`config.mk`:
```
export PLATFORM = sky130hd
export DESIGN_NAME = instr_fetch
export DESIGN_NICKNAME = d
export VERILOG_FILES = /design/src/rtl/instr_fetch.sv
export SDC_FILE = /design/constraint.sdc
export NUM_CORES = 1
export LEC_CHECK = 0
export CAP_MARGIN = 20
export CORE_MARGIN = 5
export CORE_UTILIZATION = 35
export CTS_CLUSTER_SIZE = 30
export DETAILED_ROUTE_END_ITERATION = 12
export PLACE_DENSITY = 0.58
export SYNTH_ARGS = -nofsm -noshare
export SYNTH_HDL_FRONTEND = slang
export SYNTH_SLANG_ARGS = --single-unit
export TNS_END_PERCENT = 50
```
`constraint.sdc`:
```
create_clock -name clk -period 7.6 [get_ports clk]
set_input_delay 1.14 -clock clk [delete_from_list [all_inputs] [get_ports clk]]
set_output_delay 1.14 -clock clk [all_outputs]
set_load 0.02 [all_outputs]
```
`src/rtl/instr_fetch.sv`:
```
// Instruction fetch stage: issues word reads for incoming PCs, tracks in-flight requests,
// and buffers returned words in order for decode. Handles redirect flushes and misaligned PCs.
module instr_fetch #(
    parameter int          DEPTH     = 2,
    parameter logic [31:0] NOP_INSTR = 32'h00000013
) (
    input  logic        clk,
    input  logic        rst,
    input  logic [31:0] pc_i,
    input  logic        pc_valid_i,
    output logic        pc_ready_o,
    input  logic        flush_i,
    output logic        imem_req_o,
    output logic [31:0] imem_addr_o,
    input  logic        imem_gnt_i,
    input  logic        imem_rvalid_i,
    input  logic [31:0] imem_rdata_i,
    output logic        instr_valid_o,
    output logic [31:0] instr_o,
    output logic [31:0] instr_pc_o,
    output logic        instr_fault_o,
    input  logic        instr_ready_i,
    output logic        proto_err_o
);

    localparam int AW = (DEPTH > 1) ? $clog2(DEPTH) : 1;
    localparam int CW = AW + 1;
    localparam logic [CW+1:0] DEPTH_C = (CW+2)'(DEPTH);

    typedef struct packed {
        logic [31:0] pc;
        logic [31:0] instr;
        logic        fault;
    } fetch_ent_t;

    logic [CW-1:0] outstanding, discard, fcount;
    logic [AW-1:0] pq_rd, pq_wr, f_rd, f_wr;
    logic [31:0]   pq_mem [DEPTH];
    fetch_ent_t    f_mem  [DEPTH];
    logic [31:0]   last_instr, last_pc;
    logic          proto_err_q;

    logic [CW+1:0] used;
    logic          space, aligned, req, hs, mis_acc;
    logic          rsp_drop, rsp_take, rsp_err, push, pop;
    fetch_ent_t    push_ent, head;

    // Every credit (in flight, being discarded, or buffered) reserves one FIFO slot.
    assign used    = {2'b00, outstanding} + {2'b00, discard} + {2'b00, fcount};
    assign space   = (used < DEPTH_C);
    assign aligned = (pc_i[1:0] == 2'b00);

    assign req     = ~rst & pc_valid_i & aligned & space & ~flush_i;
    assign hs      = req & imem_gnt_i;
    // Misaligned PCs wait until the memory side is idle so the fault lands in program order.
    assign mis_acc = ~rst & pc_valid_i & ~aligned & (outstanding == '0) & (discard == '0)
                   & space & ~flush_i;

    assign imem_req_o  = req;
    assign imem_addr_o = {pc_i[31:2], 2'b00};
    assign pc_ready_o  = hs | mis_acc;

    assign rsp_drop = imem_rvalid_i & (discard != '0);
    assign rsp_take = imem_rvalid_i & (discard == '0) & (outstanding != '0);
    assign rsp_err  = imem_rvalid_i & (discard == '0) & (outstanding == '0);

    assign head          = f_mem[f_rd];
    assign instr_valid_o = (fcount != '0);
    assign instr_o       = instr_valid_o ? head.instr : last_instr;
    assign instr_pc_o    = instr_valid_o ? head.pc    : last_pc;
    assign instr_fault_o = instr_valid_o & head.fault;
    assign proto_err_o   = proto_err_q;

    assign push = ~flush_i & (rsp_take | mis_acc);
    assign pop  = ~flush_i & instr_valid_o & instr_ready_i;

    always_comb begin
        push_ent = '{pc: pc_i, instr: NOP_INSTR, fault: 1'b1};
        if (rsp_take)
            push_ent = '{pc: pq_mem[pq_rd], instr: imem_rdata_i, fault: 1'b0};
    end

    always_ff @(posedge clk or posedge rst) begin
        if (rst) begin
            outstanding <= '0;
            discard     <= '0;
            fcount      <= '0;
            pq_rd       <= '0;
            pq_wr       <= '0;
            f_rd        <= '0;
            f_wr        <= '0;
            proto_err_q <= 1'b0;
            last_instr  <= NOP_INSTR;
            last_pc     <= '0;
        end else begin
            if (rsp_err)
                proto_err_q <= 1'b1;
            if (instr_valid_o) begin
                last_instr <= instr_o;
                last_pc    <= instr_pc_o;
            end
            if (flush_i) begin
                // Everything still owed by memory becomes stale, except a live word returning now.
                discard     <= discard + outstanding - CW'(rsp_drop | rsp_take);
                outstanding <= '0;
                fcount      <= '0;
                pq_rd       <= '0;
                pq_wr       <= '0;
                f_rd        <= '0;
                f_wr        <= '0;
            end else begin
                discard     <= discard - CW'(rsp_drop);
                outstanding <= outstanding + CW'(hs) - CW'(rsp_take);
                fcount      <= fcount + CW'(push) - CW'(pop);
                if (hs)
                    pq_wr <= pq_wr + AW'(1);
                if (rsp_take)
                    pq_rd <= pq_rd + AW'(1);
                if (push)
                    f_wr <= f_wr + AW'(1);
                if (pop)
                    f_rd <= f_rd + AW'(1);
            end
        end
    end

    always_ff @(posedge clk) begin
        if (hs)
            pq_mem[pq_wr] <= pc_i;
        if (push)
            f_mem[f_wr] <= push_ent;
    end

endmodule

```
---- Word level (Yosys, flattened, before mapping) ----
Memories as Yosys holds them, arrays and structs flattened.
Index checks and enable logic that the tools add are counted.
W data, S select, Z words.
storage, ports and cells
  flip-flop bits (word level) ............. 75
  RAM bits ................................ 194
  output and inout bits ................... 101
  memories ................................ 2
memory list
  name    depth  width  rd ports  clocked after Yosys merged registers in  wr ports  RTL line  RTL
  f_mem   2      65     1         0                                        1         39        fetch_ent_t f_mem [DEPTH];
  pq_mem  2      32     1         0                                        1         38        logic [31:0] pq_mem [DEPTH];
cells by class
  add/subtract/negate cells ............... 13
  $lt $le $gt $ge ......................... 1
  mux-type cells .......................... 18
  bitwise operators ....................... 24
  reductions and logical operators ........ 10
operators by type and width
  kind                   count
  $mux W65               1
  $mux W32               2
  $and A1 B1 Y1          18
  $reduce_bool A2 Y1     7
  $mux W1                12
  $sub A2 B1 Y2          4
  $logic_not A2 Y1       3
  $mux W2                3
  $add A1 B1 Y1 const B  4
  $add A2 B1 Y2          2
  $add A3 B2 Y4          1
  $lt A4 B2 Y1 const B   1
  $add A2 B2 Y3          1
  $not A1 Y1             3
  $or A1 B1 Y1           3
  $add A2 B2 Y2          1

---- Depth between registers and ports, before layout ----
Gate-level depths: netlist of run 1.
  depth after elaboration ................. 12
  mapped depth ............................ 13

---- Worst setup path before layout of run 1 ----
OpenSTA, ideal clock, no wires.
  path type ............................... register to register
  start ................................... register outstanding[1]
  end ..................................... memory f_mem[1][0] (netlist name) (enable)
  arrival ................................. 6,612 ps
  slack ................................... 406 ps
  cell stages (with the launch flop) ...... 10
  period minus slack after synthesis ...... 7,194 ps
  cells stage by stage .................... dfrtp_1 > inv_1 > fa_1 > inv_1 > ha_1 > nor4b_2 > and4b_1 > buf_4 > nor2_1 > nor3b_1
between the ends
  longest elaborated chain between the ends .. 9
  elaborated cells on any way between the ends .. 14
  those cells by class .................... 2 x add/sub; 1 x order compare; 2 x mux; 7 x bitwise; 2 x reduce/logical
RTL lines
  item                                               RTL line  RTL
  from (decl)                                        36        logic [CW-1:0] outstanding, discard, fcount;
  from (signal assigned)                             113       outstanding <= outstanding + CW'(hs) - CW'(rsp_take);
  $add A2 B2 Y3 or $logic_not A2 Y1 (tied branches)  49, 56
  $add A3 B2 Y4 or $and A1 B1 Y1 (tied branches)     49, 56
  $lt A4 B2 Y1 or $and A1 B1 Y1 (tied branches)      50, 56
  $and A1 B1 Y1 (2 in a row)                         57        & space & ~flush_i;
  $or A1 B1 Y1 *                                     74        assign push = ~flush_i & (rsp_take | mis_acc);
  $and A1 B1 Y1 *                                    74
  $mux W1 *                                          130       if (push)
  $mux W1 (implied by the code) *                    131       f_mem[f_wr] <= push_ent;
  to (decl)                                          39
Every way passes the cells marked *; elsewhere a longest branch is shown, timed or not.

---- Final worst setup path of run 1 ----
  start ................................... input port flush_i
  end ..................................... output port imem_req_o
between the ends
  longest elaborated chain between the ends .. 2
RTL lines
  item           RTL line  RTL
  from (decl)    12        input logic flush_i,
  $not A1 Y1     53        assign req = ~rst & pc_valid_i & aligned & space & ~flush_i;
  $and A1 B1 Y1  53
  to (decl)      13        output logic imem_req_o,
Every way passes these cells.

==> results of run 1 <==
==> tightest hold or removal path, stage by stage (launching register included) <==
cell	delay, ns
dfrtp_1	0.32
nand2_1	0.05
o21ai_0	0.06
==> layer usage <==
metal | part of all wire | GRT usage | vias up
li1 | - | - | 3145
met1 | 0.46 | 0.171 | 2983
met2 | 0.46 | 0.204 | 176
met3 | 0.060 | 0.0274 | 33
met4 | 0.021 | 0.0336 | 0
met5 | 0 | 0 | -
==> through the flow <==
stage	setup WS [ns]	hold slack [ns]	util
after global placement	2.87	0.447	0.411
after global routing	2.59	0.483	0.444
after floorplan	0.406	0.439	-
after CTS	2.82	0.474	0.444
after detailed placement	2.88	0.459	0.411
final	2.90	0.466	0.444
==> cells in the mapped netlist <==
cell type,n,area share
a21o_1,2,0.0014
a21oi_1,3,0.0014
and2_1,29,0.016
and4b_1,1,0.00091
buf_2,18,0.0082
buf_4,35,0.024
buf_6,1,0.0010
clkbuf_1,23,0.0078
clkbuf_2,1,0.00045
conb_1,1,0.00034
dfrtp_1,72,0.16
dfstp_2,3,0.0072
edfxtp_1,194,0.53
fa_1,1,0.0018
ha_1,9,0.010
inv_1,10,0.0034
inv_2,1,0.00034
mux2i_1,97,0.088
nand2_1,100,0.034
nand2b_1,3,0.0017
nand3_2,1,0.00091
nand3b_1,1,0.00068
nand4_1,1,0.00057
nor2_1,11,0.0037
nor2b_1,5,0.0028
nor3_1,4,0.0018
nor3b_1,1,0.00068
nor3b_2,1,0.0011
nor4_1,1,0.00057
nor4_2,1,0.0011
nor4b_2,1,0.0014
o21ai_0,165,0.075
o31a_1,1,0.00080
or2_1,1,0.00057
or3_1,1,0.00057
xnor2_1,5,0.0040
xor2_1,3,0.0024
==> kinds of logic after synthesis <==
logic type,after synthesis,synth area share
flip-flops,269,0.700
buffers and inverters,89,0.0451
AND/OR/NAND/NOR,163,0.0698
other,1,0.000341
adder cells (fa/ha/maj),10,0.0120
AO/OA/AOI/OAI,171,0.0785
multiplexers,97,0.0882
XOR/XNOR,8,0.00636
==> power by group <==
| group | total [mW] | internal [mW] | switching [mW] |
|---|---|---|---|
| Combinational | 0.993 | 0.437 | 0.556 |
| Sequential | 1.79 | 1.74 | 0.0496 |
| Clock | 1.50 | 0.933 | 0.567 |
==> registers in the layout (all words and copies together) (netlist names) <==
name	count
proto_err_o	1
outstanding	2
pq_mem	64
last_pc	32
fcount	2
f_rd	1
f_mem	130
last_instr	32
discard	2
pq_rd	1
pq_wr	1
f_wr	1
==> area by class of cell <==
class                      instances  area share
sequential                       269       0.554
clock buffer                      35      0.0560
tap                              402      0.0362
multi-input combinational        451       0.205
inverter                          11     0.00315
clock inverter                    19      0.0187
timing repair buffer             179       0.127
==> worst max-delay path by stage <==
stage | startpoint | to | slack [ns] | cells after the start
final | flush_i | imem_req_o | 2.90 | 5
after global routing | fcount[1] | instr_pc_o[25] | 2.59 | 6
after CTS | fcount[1] | instr_pc_o[25] | 2.82 | 6
after detailed placement | flush_i | imem_req_o | 2.88 | 5
after global placement | flush_i | pc_ready_o | 2.87 | 5
after floorplan | outstanding[1] | f_mem[1][0] | 0.41 | 9
==> cells in the final DEF, fill, tap and decap left out, types with 8 or more instances in the layout <==
cell type	n
and2_1	29
o21ai_0	165
nand2_1	100
clkbuf_16	29
mux2i_1	97
ha_1	9
edfxtp_1	194
inv_1	9
buf_4	10
clkdlybuf4s50_1	169
nor2_1	8
dfrtp_1	70
==> out/qor.tcl, run 1 <==
set qor(ant_nets) 0
set qor(final.setup.tns_ns) 0
set qor(floorplan.io_pins) 172
set qor(clk_root_buffer_cell) {clkbuf_16}
set qor(post_cts_buffers) 0
set qor(design.die.area_mm2) 0.0351
set qor(detailed_place.area_mm2) 0.0129
set qor(slew_viol_final) 0
set qor(proportion_of_layout_cells_with_a_drive_suffix_above_1) 0.0737
set qor(max_cap_viols) 0
set qor(rr_worst_depth) 9
set qor(drc_errors) 0
set qor(worstReg2RegEnd) {f_mem[1][22]}
set qor(synthCells) 808
set qor(power_dens_cells_mw_per_mm2) 308
set qor(chipWidth_um) 187
set qor(final_min_period_over_clock_period) 0.618
set qor(post_drt_wl_per_cell_um) 16.3
set qor(worstPathMaxFanout) 16
set qor(synth.lib_cells_used.distinct) 37
set qor(slew_headroom) 0.307
set qor(htree_levels) 1
set qor(clock-skew-final_ns) 0.0161
set qor(hold_class) {reg2reg}
set qor(regToRegStartpoint) {discard[1]}
set qor(tritoncts_buffer_count) 29
set qor(final-seq-area_mm2) 0.00771
set qor(core_area_mm2) 0.0313
set qor(multi_input_area_mm2) 0.00285
set qor(rows) 65
set qor(drt_iter0_markers) 355
set qor(pin_count_of_the_biggest_net_entering_global_routing) 108
set qor(routabilityCongestion) 0.694
set qor(synth_seq_cells) 269
set qor(cp_cell_sequence) {clkdlybuf4s50_1, nor4b_2, nand2_1, nor3_1, clkdlybuf4s50_1}
set qor(wirelength_um) 22200
set qor(total_leakage_power_nw) 5.02
set qor(outcome) {finished clean}
set qor(cts.sink_count) 269
set qor(period_minus_slack_ns) 4.70
set qor(chipHeight_um) 187
set qor(hold_viol_final) 0
set qor(critical_path.startpoint_type) {primary input}
set qor(fin_cells) 1366
set qor(worst_hold_startpoint) {last_instr[9]}
set qor(critPathCaptureType) {output port}
set qor(top_cell_family_by_delay_on_the_critical_path) {buffers and inverters}
set qor(detail_route.first_pass.iterations) 5
set qor(clkSlewWorstSetupHoldPaths_ns) 0.06
set qor(max-vdd-ir-drop_mv) 0.200
set qor(num_vias) 6337
set qor(placed_cells_incl_taps) 1312
set qor(fillerInstances) 2815
set qor(clock_insertion_delay_worst_skew_ns) 0.55
set qor(grt_setup_unrepaired) {no}
set qor(worst_pin_slew_ns) 1.04
set qor(setup_violations) 0
set qor(timing.critical_path.buf_inv) 2
set qor(final_area_mm2) 0.0139
set qor(area_added_between_synthesis_and_finish_pct) 26.3
set qor(hold_path_depth) 2
set qor(detailed_place_hpwl_um) 13600
set qor(grt_pass1_vias) 6529
set qor(synth.yosys.warnings) 0
set qor(hold_end) {last_instr[9]}
set qor(regToRegSetupSlack_ns) 4.16
set qor(ctsHoldBuffers) 0
set qor(viasPerCell) 4.64
set qor(nNetsFinal) 1022
set qor(syn_area_mm2) 0.0110
set qor(required_ns) 6.46
set qor(synth_sequential_area_ratio) 0.700
set qor(cpMostUsedCell) {clkdlybuf4s50_1}
set qor(antenna_cells) 0
set qor(post_cts_resized) 0
set qor(cts_tree) {done}
set qor(timing.critical_path.arrival_ns) 3.56
set qor(globalRoute.totalOverflow) 0
set qor(port-buffer-count) 169
set qor(grt_antenna_before_repair) 0
set qor(max_freq_mhz) 213
set qor(grt_first_pass_wirelength_um) 35800
set qor(start_util) 0.352
set qor(ctsLongestPathBuffers) 3
set qor(global_route.usage.total) 0.125
set qor(crit_path_max_incr_delay_ns) 0.75
set qor(syn_avg_cell_area_um2) 13.6
set qor(fin_total_pwr_mw) 4.28
set qor(setup.worst_path.class) {in2out}
set qor(critical_path_top_delay_cell) {clkdlybuf4s50_1}
No activity file was read; power rests on OpenSTA's default activity.
==> run 2: changes to the inputs <==
clock period = 4.1 ns   (was 7.6 ns; I/O delays follow)
==> run 2 against run 1 <==
  * Register-to-register slack lost 3.5 ns
  * Flip-flop and latch count unchanged
  * Worst hold slack lost 0.025 ns
  * Clock skew is 0.0074 ns lower
  * Largest cell class unchanged
  * Clock power rose by 84%
  * Cell count is 0.66% higher
  * Sequential power grew 85%
  * Via count up 0.52%
==> out/qor.tcl, run 2 (synthesized netlist as in run 1, its figures left out) <==
set qor(outcome) {finished clean}
set qor(detailed_place.area_mm2) 0.0130 ;# +1.0%
set qor(fin_cells) 1375 ;# +0.66%
set qor(hold_viol_final) 0 ;# unchanged
set qor(top_signal_layer_used) {met4}
set qor(htree_levels) 1 ;# unchanged
set qor(max_cap_viols) 0 ;# unchanged
set qor(design.die.area_mm2) 0.0351 ;# unchanged
set qor(most_common_cell_after_layout_fill_and_taps_aside) {edfxtp_1}
set qor(met1Wirelength_um) 10100 ;# -1.0%
set qor(globalRoute.totalOverflow) 0 ;# unchanged
set qor(nNetsFinal) 1030 ;# +0.78%
set qor(timing.critical_path.depth) 8 ;# +3
set qor(top_cell_family_by_delay_on_the_critical_path) {simple AND/OR/NAND/NOR gates}
set qor(worst_pin_slew_ns) 0.732 ;# -0.304 ns
set qor(antenna_cells) 0 ;# unchanged
set qor(pin_count_of_the_biggest_net_entering_global_routing) 69 ;# -36%
set qor(viasPerCell) 4.63 ;# -0.14%
set qor(largest_registers) {f_mem: 130 flops, pq_mem: 64 flops}
set qor(fin_hold_ws_ns) 0.441 ;# -0.0253 ns
set qor(rows) 65 ;# unchanged
set qor(cpMostUsedCell) {inv_1}
set qor(ant_nets) 0 ;# unchanged
set qor(detailed_place_hpwl_um) 14300 ;# +5.1%
set qor(hold_class) {in2async}
set qor(registers.top_by_ff_count) {f_mem}
set qor(fillerInstances) 2825 ;# +0.36%
set qor(postLayoutCoreUtil) 0.450 ;# +0.00563
set qor(start_util) 0.352 ;# unchanged
set qor(max-vdd-ir-drop_mv) 0.239 ;# +19%
set qor(clk_root_buffer_cell) {clkbuf_16}
set qor(wirelength_um) 22500 ;# +1.1%
set qor(post_drt_wl_per_cell_um) 16.3 ;# +0.41%
set qor(port-buffer-count) 169 ;# unchanged
set qor(critical_path_top_delay_cell) {clkdlybuf4s50_1}
set qor(setup_violations) 0 ;# unchanged
set qor(chipWidth_um) 187 ;# unchanged
set qor(period_minus_slack_ns) 3.92
set qor(ctsHoldBuffers) 0 ;# unchanged
set qor(setup.worst_path.class) {reg2out}
set qor(cp_cell_sequence) {inv_1, fa_1, inv_1, ha_1, nor4b_2, nand2_1, nor3_1, clkdlybuf4s50_1}
set qor(critPathCaptureType) {output port}
set qor(chipHeight_um) 187 ;# unchanged
set qor(critical_path.startpoint_type) {flip-flop}
set qor(clock-skew-final_ns) 0.00871 ;# -0.00736 ns
set qor(drt_iter0_markers) 292 ;# -18%
set qor(crit_path_max_incr_delay_ns) 0.63 ;# -0.12 ns
set qor(slew_viol_final) 0 ;# unchanged
set qor(detail_route.first_pass.iterations) 6 ;# +1
set qor(grt_setup_unrepaired) {no}
set qor(routabilityCongestion) 0.753 ;# +8.5%
set qor(post_cts_buffers) 0 ;# unchanged
set qor(cts.sink_count) 269 ;# unchanged
set qor(power_dens_cells_mw_per_mm2) 564 ;# +83%
set qor(timing.critical_path.arrival_ns) 3.30 ;# -0.26 ns
set qor(proportion_of_layout_cells_with_a_drive_suffix_above_1) 0.0832 ;# +0.00960
set qor(rr_worst_depth) 9 ;# unchanged
set qor(num_vias) 6370 ;# +0.52%
set qor(route.met2.wl_um) 10600 ;# +3.6%
set qor(core_area_mm2) 0.0313 ;# unchanged
set qor(clock_insertion_delay_worst_skew_ns) 0.53 ;# -0.02 ns
set qor(post_cts_resized) 0 ;# unchanged
set qor(final-seq-area_mm2) 0.00771 ;# unchanged
set qor(drc_errors) 0 ;# unchanged
set qor(grt_first_pass_wirelength_um) 35700 ;# about the same
set qor(wl_met3_um) 1240 ;# -7.0%
set qor(grt_pass1_vias) 6550 ;# +0.32%
set qor(multi_input_area_mm2) 0.00286 ;# +0.44%
set qor(total_leakage_power_nw) 5.11 ;# +1.9%
set qor(final_area_mm2) 0.0141 ;# +1.3%
set qor(tritoncts_buffer_count) 30 ;# +3.4%
set qor(grt_antenna_before_repair) 0 ;# unchanged
set qor(ctsLongestPathBuffers) 3 ;# unchanged
set qor(placed_cells_incl_taps) 1318 ;# +0.46%
set qor(largest_register_ff_count) 130 ;# unchanged
set qor(clkSlewWorstSetupHoldPaths_ns) 0.06 ;# about the same
set qor(floorplan.io_pins) 172 ;# unchanged
set qor(final_min_period_over_clock_period) 0.956
set qor(timing.critical_path.buf_inv) 3 ;# +1
set qor(required_ns) 3.48 ;# -2.98 ns
set qor(slew_headroom) 0.511 ;# +0.203
set qor(max_freq_mhz) 255
set qor(global_route.usage.total) 0.125 ;# about the same
set qor(worstPathMaxFanout) 4 ;# -12
set qor(layout_common_cells) {edfxtp_1 (194), clkdlybuf4s50_1 (169), o21ai_0 (165)}
set qor(area_added_between_synthesis_and_finish_pct) 27.9
set qor(cts_tree) {done}
run 2: changes by cell type in the layout (fill, tap and decap cells not counted), sizes merged:
cell      change
buf           +7
bufinv        -2
clkbuf       +11
clkinv        -4
clkinvlp      -2
inv           -1
run 2: final timing paths:
check | start | endpoint | slack (ns)
worst max register to register | outstanding[1] | f_mem[0][1] | 0.68
worst min register to register | last_pc[0] | last_pc[0] | 0.47
min in group clk | last_pc[0] | last_pc[0] | 0.47
max in group asynchronous | rst | last_pc[26] | 2.90
worst min-delay path | rst | last_instr[30] | 0.44
worst max-delay path | outstanding[1] | imem_req_o | 0.18
run 2: final cells by class:
type,instances,share of cell area
Sequential cell,269,0.547
Multi-Input combinational cell,451,0.203
Tap cell,402,0.0357
Clock inverter,10,0.0108
Clock buffer,46,0.0640
Inverter,11,0.00311
Timing Repair Buffer,186,0.136
run 2: power breakdown:
part	internal (mW)	switching, mW
clock	1.76	1.01
combinational	0.829	1.03
sequential	3.22	0.0932
run 2: per-stage QoR:
stage	power, mW	setup TNS (ns)	worst slack, ns
4_1_cts	8.07	0	0.110
6_report	7.94	0	0.182
3_3_place_gp	5.23	0	0.680
5_1_grt	8.35	0	0.0376
2_1_floorplan	4.35	-49.89	-0.768
3_5_place_dp	5.25	0	0.643
run 2: routing by layer:
layer  global-route usage  up-vias
li1                     -     3163
met1                0.169     3015
met2                0.207      158
met3               0.0246       34
met4               0.0361        0
met5                    0        -
==> run 3: changes to the inputs <==
CORE_UTILIZATION = 49   (was 35)
PLACE_DENSITY = 0.77   (was 0.58)
==> run 3 against run 2 <==
  * Register-to-register slack hardly changed
  * Fmax is 1.0% higher
  * Core utilization is 18 points higher
  * First-iteration DRC count is 49% higher
  * Sequential power hardly changed
  * Design area is 2.2% lower
  * Total power is 1.4% lower
  * Sequential share of layout area is 1.2 points higher
  * Via count is 1.5% higher
  * Cell count is 9.4% lower
  * Combinational power hardly changed
  * Global-route usage is 4.0 points higher
==> out/qor.tcl, run 3 (synthesized netlist as in run 1, its figures left out) <==
set qor(timing.critical_path.buf_inv) 3 ;# unchanged
set qor(clk_root_buffer_cell) {clkbuf_16}
set qor(wirelength_um) 21600 ;# -3.9%
set qor(core_area_mm2) 0.0220 ;# -30%
set qor(sw_frac_of_total) 0.273 ;# +0.00400
set qor(start_util) 0.502 ;# +0.150
set qor(grt_setup_unrepaired) {no}
set qor(nNetsFinal) 1025 ;# -0.49%
set qor(setup_violations) 0 ;# unchanged
set qor(critPathCaptureType) {output port}
set qor(largest_register_ff_count) 130 ;# unchanged
set qor(top_cell_family_by_delay_on_the_critical_path) {buffers and inverters}
set qor(cellInternalPower_mw) 5.69 ;# -2.0%
set qor(design.die.area_mm2) 0.0256 ;# -27%
set qor(max_cap_viols) 0 ;# unchanged
set qor(slew_headroom) 0.311 ;# -0.200
set qor(area_added_between_synthesis_and_finish_pct) 25.1
set qor(ctsHoldBuffers) 0 ;# unchanged
set qor(post_drt_wl_per_cell_um) 17.3 ;# +6.0%
set qor(timing.critical_path.arrival_ns) 3.26 ;# -0.04 ns
set qor(period_minus_slack_ns) 3.88 ;# -0.0388 ns
set qor(cpMostUsedCell) {inv_1}
set qor(clock_power_share) 0.338 ;# -0.010
set qor(critical_path_top_delay_cell) {clkdlybuf4s50_1}
set qor(grt_antenna_before_repair) 0 ;# unchanged
set qor(ant_nets) 0 ;# unchanged
set qor(worstPathMaxFanout) 4 ;# unchanged
set qor(share_of_total_power_in_combinational_logic) 0.238 ;# +0.003
set qor(power_dens_cells_mw_per_mm2) 568 ;# +0.74%
set qor(global_route.usage.total) 0.166 ;# +0.0404
set qor(rows) 54 ;# -17%
set qor(routabilityCongestion) 0.745 ;# -0.94%
set qor(most_common_cell_after_layout_fill_and_taps_aside) {edfxtp_1}
set qor(final_min_period_over_clock_period) 0.946 ;# -0.00948
set qor(hold_viol_final) 0 ;# unchanged
set qor(globalRoute.totalOverflow) 0 ;# unchanged
set qor(num_vias) 6468 ;# +1.5%
set qor(setup.worst_path.class) {reg2out}
set qor(post_cts_buffers) 0 ;# unchanged
set qor(hold_class) {reg2reg}
set qor(registers.top_by_ff_count) {f_mem}
set qor(cts.sink_count) 269 ;# unchanged
set qor(layout_common_cells) {edfxtp_1 (194), clkdlybuf4s50_1 (169), o21ai_0 (165)}
set qor(power.sequential.fraction) 0.424 ;# +0.007
set qor(cp_cell_sequence) {inv_1, fa_1, inv_1, ha_1, nor4b_2, nand2_1, a21oi_1, clkdlybuf4s50_1}
set qor(p_switching_mw) 2.13 ;# about the same
set qor(tritoncts_buffer_count) 28 ;# -6.7%
set qor(crit_path_max_incr_delay_ns) 0.69 ;# +0.06 ns
set qor(worst_pin_slew_ns) 1.03 ;# +0.301 ns
set qor(top_signal_layer_used) {met4}
set qor(floorplan.io_pins) 172 ;# unchanged
set qor(fillerInstances) 1657 ;# -41%
set qor(timing.critical_path.depth) 8 ;# unchanged
set qor(antenna_cells) 0 ;# unchanged
set qor(rr_worst_depth) 9 ;# unchanged
set qor(critical_path.startpoint_type) {flip-flop}
set qor(chipWidth_um) 160 ;# -15%
set qor(largest_registers) {f_mem: 130 flops, pq_mem: 64 flops}
set qor(wl_met3_um) 1060 ;# -15%
set qor(post_cts_resized) 0 ;# unchanged
set qor(route.met2.wl_um) 10300 ;# -3.0%
set qor(outcome) {finished clean}
set qor(grt_first_pass_wirelength_um) 34800 ;# -2.7%
set qor(drt_iter0_markers) 435 ;# +49%
set qor(clock-skew-final_ns) 0.00814 ;# -0.000575 ns
set qor(chipHeight_um) 160 ;# -15%
set qor(ctsLongestPathBuffers) 3 ;# unchanged
set qor(cts_tree) {done}
set qor(fin_hold_ws_ns) 0.454 ;# +0.0128 ns
set qor(clock_insertion_delay_worst_skew_ns) 0.52 ;# about the same
set qor(proportion_of_layout_cells_with_a_drive_suffix_above_1) 0.0745 ;# -0.00871
set qor(viasPerCell) 5.19 ;# +12%
set qor(pin_count_of_the_biggest_net_entering_global_routing) 86 ;# +25%
set qor(clkSlewWorstSetupHoldPaths_ns) 0.06 ;# about the same
set qor(required_ns) 3.48 ;# about the same
set qor(max_freq_mhz) 258 ;# +1.0%
set qor(slew_viol_final) 0 ;# unchanged
set qor(total_leakage_power_nw) 5.04 ;# -1.3%
set qor(grt_pass1_vias) 6735 ;# +2.8%
set qor(port-buffer-count) 169 ;# unchanged
set qor(met1Wirelength_um) 9700 ;# -3.9%
set qor(htree_levels) 1 ;# unchanged
set qor(drc_errors) 0 ;# unchanged
set qor(hold_path_depth) 1
set qor(max-vdd-ir-drop_mv) 0.380 ;# +59%
set qor(detailed_place_hpwl_um) 13900 ;# -3.0%
set qor(detail_route.first_pass.iterations) 4 ;# -2
set qor(postLayoutCoreUtil) 0.628 ;# +0.178
[run 3: worst paths after layout]
check / slack, ns / from / endpoint
worst min-delay path: 0.45 / proto_err_o / proto_err_o
worst max-delay path: 0.22 / outstanding[1] / pc_ready_o
worst min register to register: 0.45 / proto_err_o / proto_err_o
max in group asynchronous: 2.56 / rst / last_instr[0]
min in group asynchronous: 0.59 / rst / proto_err_o
worst max register to register: 0.69 / outstanding[1] / f_mem[1][51]
[run 3: metrics by stage]
stage	total power [mW]	TNS, ns	setup WS (ns)	instances	area, um2
floorplan	4.35	-49.89	-0.768	809	11000
global placement	5.19	0	0.827	1194	12800
detailed placement	5.25	0	0.701	1194	12800
CTS	7.92	0	0.188	1246	13800
global route	8.22	0	0.0922	1246	13800
finish	7.82	0	0.221	1246	13800
[run 3: power by group through the flow]
stage	Combinational, mW	Clock [mW]	Sequential (mW)
5_1_grt	2.04	2.83	3.35
3_3_place_gp	1.84	0	3.36
4_1_cts	1.88	2.71	3.32
2_1_floorplan	1.02	0	3.34
3_5_place_dp	1.87	0	3.38
6_report	1.86	2.64	3.32
[run 3: layout make-up]
type	count	area, um2	area share
clock inverter	12	158	0.0114
clock buffer	40	827	0.0600
multi-input combinational	451	2860	0.207
timing repair buffer	183	1830	0.133
inverter	11	42.5	0.00309
sequential	269	7710	0.560
tap	280	350	0.0254
[run 3: layer usage]
| layer | track usage | up-vias |
|---|---|---|
| met4 | 0.0450 | 0 |
| met5 | 0 | - |
| met1 | 0.221 | 3109 |
| met2 | 0.278 | 163 |
| li1 | - | 3152 |
| met3 | 0.0353 | 44 |
